File: src/rtl/program_counter_pkg.sv
// Purpose: shared next-PC select encoding and widths for the fetch-stage program counter.
// The enum values match the `PC_MUX_* codes the decoder/control unit uses:
//   PcMuxPcPlus4 = 2'b00 (`PC_MUX_PC_PLUS4)
//   PcMuxAluOut  = 2'b01 (`PC_MUX_ALU_OUT)
//   PcMuxPcAdder = 2'b10 (`PC_MUX_PC_ADDER)
//   2'b11 is reserved and decodes as PC+step.
package program_counter_pkg;

  localparam int unsigned PcMuxW = 2;

  typedef enum logic [PcMuxW-1:0] {
    PcMuxPcPlus4 = 2'b00,
    PcMuxAluOut  = 2'b01,
    PcMuxPcAdder = 2'b10,
    PcMuxRsvd    = 2'b11
  } pc_mux_e;

endpackage

File: src/rtl/program_counter_pc_next_mux.sv
// Purpose: combinational next-PC selection for the fetch stage.
// Ports:
//   branch          - 2-bit select code (pc_mux_e encoding)
//   pc              - current PC
//   alu_result      - JALR-style target from the ALU
//   pc_adder_result - branch/JAL target from the PC-relative adder
//   pc_next         - selected candidate; targets pass through unmodified
module program_counter_pc_next_mux
  import program_counter_pkg::*;
#(
  parameter int unsigned XLEN    = 32,
  parameter int unsigned PC_STEP = 4
) (
  input  logic [PcMuxW-1:0] branch,
  input  logic [XLEN-1:0]   pc,
  input  logic [XLEN-1:0]   alu_result,
  input  logic [XLEN-1:0]   pc_adder_result,
  output logic [XLEN-1:0]   pc_next
);

  logic [XLEN-1:0] pc_plus_step;

  // Modulo 2^XLEN; carry out is deliberately dropped.
  assign pc_plus_step = pc + XLEN'(PC_STEP);

  always_comb begin
    pc_next = pc_plus_step;
    unique case (pc_mux_e'(branch))
      PcMuxPcPlus4: pc_next = pc_plus_step;
      PcMuxAluOut:  pc_next = alu_result;
      PcMuxPcAdder: pc_next = pc_adder_result;
      PcMuxRsvd:    pc_next = pc_plus_step;
      default:      pc_next = pc_plus_step;
    endcase
  end

endmodule

File: src/rtl/program_counter.sv
// Purpose: RV32 fetch-stage program counter. Holds the current instruction address and, on
// each enabled rising edge, loads the candidate picked by the select code.
// Ports:
//   clk             - clock, all state updates on rising edge
//   rst             - synchronous active-high reset to RESET_VECTOR, overrides en
//   en              - update enable; 0 holds pc (stall)
//   branch          - next-PC select code
//   alu_result      - candidate target from ALU
//   pc_adder_result - candidate target from PC-relative adder
//   pc              - registered current PC
//   pc_next         - combinational selected next PC (independent of en and rst)
module program_counter
  import program_counter_pkg::*;
#(
  parameter int unsigned     XLEN         = 32,
  parameter logic [XLEN-1:0] RESET_VECTOR = '0,
  parameter int unsigned     PC_STEP      = 4
) (
  input  logic              clk,
  input  logic              rst,
  input  logic              en,
  input  logic [PcMuxW-1:0] branch,
  input  logic [XLEN-1:0]   alu_result,
  input  logic [XLEN-1:0]   pc_adder_result,
  output logic [XLEN-1:0]   pc,
  output logic [XLEN-1:0]   pc_next
);

  logic [XLEN-1:0] pc_d, pc_q;

  program_counter_pc_next_mux #(
    .XLEN    (XLEN),
    .PC_STEP (PC_STEP)
  ) u_pc_next_mux (
    .branch          (branch),
    .pc              (pc_q),
    .alu_result      (alu_result),
    .pc_adder_result (pc_adder_result),
    .pc_next         (pc_next)
  );

  always_comb begin
    pc_d = pc_q;
    if (rst) begin
      pc_d = RESET_VECTOR;
    end else if (en) begin
      pc_d = pc_next;
    end
  end

  always_ff @(posedge clk) begin
    pc_q <= pc_d;
  end

  assign pc = pc_q;

endmodule

File: config.mk
export PLATFORM = sky130hd
export DESIGN_NAME = program_counter
export DESIGN_NICKNAME = d
export VERILOG_FILES = /design/src/rtl/program_counter_pkg.sv /design/src/rtl/program_counter_pc_next_mux.sv /design/src/rtl/program_counter.sv
export SDC_FILE = /design/constraint.sdc
export NUM_CORES = 1
export LEC_CHECK = 0
export CORE_UTILIZATION = 38
export DETAILED_ROUTE_END_ITERATION = 10
export GPL_TIMING_DRIVEN = 0
export PLACE_DENSITY_LB_ADDON = 0.08
export SLEW_MARGIN = 20
export SYNTH_ARGS = -nofsm -noshare
export SYNTH_HDL_FRONTEND = slang
export SYNTH_SLANG_ARGS = --single-unit
File: constraint.sdc
create_clock -name clk -period 2 [get_ports clk]
set_input_delay 0.4 -clock clk [delete_from_list [all_inputs] [get_ports clk]]
set_output_delay 0.4 -clock clk [all_outputs]
set_load 0.03 [all_outputs]
# Word level (Yosys, flattened, before mapping)
# Index checks and enable logic that the tools add are counted.
# classes
eq_ne	3
n_reduce_logical	2
n_mux	1
n_addsub	1
# op_table
operator	count
one-hot mux 32 bit (3 select lines)	1
adder 32 x 3 -> 32 bit, second input constant	1
equality test 2 bit, second input constant	2
equality test 2 x 1 -> 1 bit, second input constant	1
logical NOT 2 bit	1
OR reduction 2 bit	1
# totals
word_cells	8
out_inout_bits	64
register_bits	32

# Longest topological paths before layout
# depth
depth_word	3
ltp_mapped	9

# Cells and area by module
# From an unflattened synthesis, not the netlist that was laid out.
# hier_totals
cells_unflattened	311
hier_area_um2	2403.6
# modules_own_cells
mod	cells_per_inst	instances	area_per_inst_um2	seq_area_each_um2
program_counter_pc_next_mux	208	1	1239.9	0.0
program_counter	103	1	1163.6	640.6

# Worst setup path after synthesis
# No wires, ideal clock.
# synth_path
path_kind	register to output
from	register pc_q[7], in the netlist pc[7]
to	output pc_next[23]
n_path_buf	1
path_stages_with_launch	6
arrival_time_ps	2578
slack_ps	-978
required_time_ps	1600
cell_sequence	dfxtp_1 -> clkbuf_2 -> nand4_4 -> nor3_1 -> nand2_1 -> o311ai_0
# synth_between
elab_chain_len	2
# synth_lines
element	line	text
from (decl)	program_counter.sv:29	logic [XLEN-1:0] pc_d, pc_q;
from (signal assigned)	program_counter.sv:52	pc_q <= pc_d;
adder 32 x 3 -> 32 bit	program_counter_pc_next_mux.sv:24	assign pc_plus_step = pc + XLEN'(PC_STEP);
one-hot mux 32 bit (3 select lines)	program_counter_pc_next_mux.sv:28	unique case (pc_mux_e'(branch))
to (decl)	program_counter.sv:26	output logic [XLEN-1:0] pc_next
# Every way passes these cells.

# Worst setup path in the final report
# layout_path
from	register pc_q[20], in the netlist pc[20]
to	output pc_next[26]
# Same word-level chain as after synthesis.

==> results.cfg <==
[finish]
diodes = 0
drive_gt1_frac = 0.449
largest_reg_flops = 32
final_cell_mix = clkdlybuf4s50_1 (96), buf_4 (72), nand2_1 (50)
area_growth_pct = 112
final_common_cell = clkdlybuf4s50_1
nNetsFinal = 706

[sta]
clock-skew-final_ns = 0.00805
whs_ns = 0.581
setup_viol = 31
rsz0062_at_grt = yes
finalCritPeriodShare = 1.32
setup-tns-final_ns = -9.79
hold_viol = 0
max_freq_ghz = 0.378
max-slew-margin-rel = 0.453
min_period_ns = 2.65
worst_slew_pin_slew_ns = 0.821
finalMaxSlewViolations = 0
setup_ws_ns = -0.646

[global_route]
grt_first_pass_wirelength_um = 22600
grt_usage = 0.381
grt_overflow_total = 0
grt_start_max_net_pins = 12
grt_pass1_vias = 4253
antenna_found_initial = 1

[drt]
wl_per_cell_um = 24.2
viasPerCell = 6.57
drc = 0
ant_nets = 0
first_pass_iters = 7
drtIter0Drc = 588
wl_um = 17800
vias = 4824

[power_and_ir_drop]
comb_power_share = 0.495
power_density_mw_per_mm2 = 458
intPower_uw = 1690
leakage_uw = 0.00258
max-vdd-ir-drop_v = 0.000301
switchingPower_uw = 1140
p_sw_frac = 0.402
seqPwrFrac = 0.268
p_clk_frac = 0.237
total_power_uw = 2830

[die]
io-pin-count = 133
die_h_um = 89.6
coreArea_mm2 = 0.00733
rows = 31
die_area_mm2 = 0.00803
initial_core_util = 0.398
dieWidth_um = 89.6

[cts]
clockBufferDepth = 2
hold_buffers = 0
cts-root-buf = clkbuf_8
numCtsBuffers = 5
cts_tree = done
cts.sinks = 32
path_clk_slew_ns = 0.08
clk_latency_ns = 0.31
htreeDepth = 2

[place]
dp_slack_ns = -1.56
portBuffers = 132
hpwlAfterDp_um = 9240
place.gp.congestion = 0.903

[synthesis]
yosys.cell_types.count = 59
synth_top_family_by_area = simple AND/OR/NAND/NOR gates
synthXorXnorAreaFrac = 0.0601
ys_seq_elements = 32
postSynth.asyncResetShare = 0
muxShareOfSynthArea = 0.0536
yosys.area_share.simple = 0.344
synth_cells = 413
avgSynthCellArea_um2 = 7.06
synth_fp_nets = 485
ys.flop_type = dfxtp_1
netlist_area_mm2 = 0.00292
yosysWarningCount = 0
ys_seq_area_frac = 0.220
synth_edf_count = 0
synth_compound_area_frac = 0.249
synthAdderAreaFrac = 0.0129

[critical_path]
crit_path_max_fanout = 4
r2r_cells = 11
start_kind = flip-flop
critPathRequiredTime_ns = 1.60
r2r_start = pc[3]
r2r_end = pc[16]
rrSetupSlack_ns = -0.07
cp-end-kind = primary output
cp.arrival_ns = 2.25
worstSetupPathType = reg -> out

[hold_path]
hp-start = pc[0]
min_to = pc[0]
hold_depth = 2
min_path_type = reg -> reg

[status]
outcome = finished, violations left
violations = setup timing

[run]
maxCapViolCount = 0
-- through the flow --
step,area [µm²],util,instances
3_3_place_gp,4770,0.651,644
2_1_floorplan,3330,-,413
4_1_cts,5790,0.790,713
3_5_place_dp,4770,0.651,644
5_1_grt,6180,0.843,734
6_report,6180,0.843,734
-- final cells by class --
class	count	area (µm²)
plain buffers	25	284
clock buffers	6	72.6
clock inverters	2	35.0
fillers	374	1150
inverters	16	66.3
multi-input cells	335	2760
flip-flops and latches	32	739
well taps	99	124
repair buffers	219	2090
-- critical path, stage by stage, from the launching register on --
cell,delay [ns]
dfxtp_4,0.37
nand4_1,0.24
buf_4,0.26
nor2_1,0.27
nand4_1,0.27
xor2_1,0.23
o21ai_2,0.15
buf_6,0.15
-- cells in the mapped netlist, drive strengths merged (3+ instances only) --
library cell,n,share of area
and4,7,0.021
o22ai,3,0.0064
mux2,5,0.019
xnor2,10,0.030
dfxtp,32,0.22
a22oi,4,0.010
clkbuf,24,0.031
a211oi,3,0.0077
ha,3,0.013
buf,6,0.0086
o221ai,8,0.024
nand2,59,0.076
and3,11,0.024
nor3,10,0.019
o21a,9,0.023
a32oi,3,0.0090
nand2b,5,0.011
a21oi,25,0.043
nor4,7,0.030
a21o,3,0.0077
inv,16,0.021
o211ai,3,0.0077
o21ai,29,0.050
and2,6,0.013
nor2,34,0.044
or4,4,0.010
mux2i,10,0.034
nand4,14,0.039
o31a,4,0.012
a31oi,7,0.015
or3,3,0.0069
nor3b,3,0.0077
nand3,18,0.033
xor2,10,0.030
-- logic make-up (layout without fill, tap and decap cells) --
logic type | Yosys count | after routing
AO/OA/AOI/OAI | 112 | 112
XOR/XNOR | 20 | 20
adder cells (fa/ha/maj) | 3 | 3
buffers and inverters | 46 | 268
flip-flops | 32 | 32
multiplexers | 15 | 15
AND/OR/NAND/NOR | 185 | 185
-- repair_timing --
item | CTS | global route
endpoints found under the setup margin | 64 | 48
setup buffers | 61 | 24
cloned | 3 | 1
pin swaps | 41 | 32
resized for setup | 327 | 66
-- per-layer routing --
metal / share of wire / GRT usage / vias up
li1: - / - / 1967
met1: 0.34 / 0.466 / 2200
met2: 0.44 / 0.626 / 488
met3: 0.13 / 0.0786 / 169
met4: 0.087 / 0.209 / 0
met5: 0 / 0 / -
-- power by group through the flow --
stage | clock (µW) | sequential, µW | combinational [µW]
floorplan | 0 | 829 | 518
CTS | 646 | 741 | 1240
finish | 669 | 758 | 1400
global placement | 0 | 762 | 1030
global route | 679 | 761 | 1440
detailed placement | 0 | 766 | 1050
-- worst max-delay path by stage --
stage / startpoint / slack [ns] / to
final: pc[20] / -0.65 / pc_next[26]
after global routing: pc[20] / -0.69 / pc_next[25]
after CTS: pc[18] / -0.53 / pc_next[31]
after detailed placement: branch[1] / -1.56 / pc_next[31]
after floorplan: pc[2] / -0.17 / pc_next[28]
after global placement: branch[1] / -1.59 / pc_next[31]
Power figures use the tool's default switching activity.
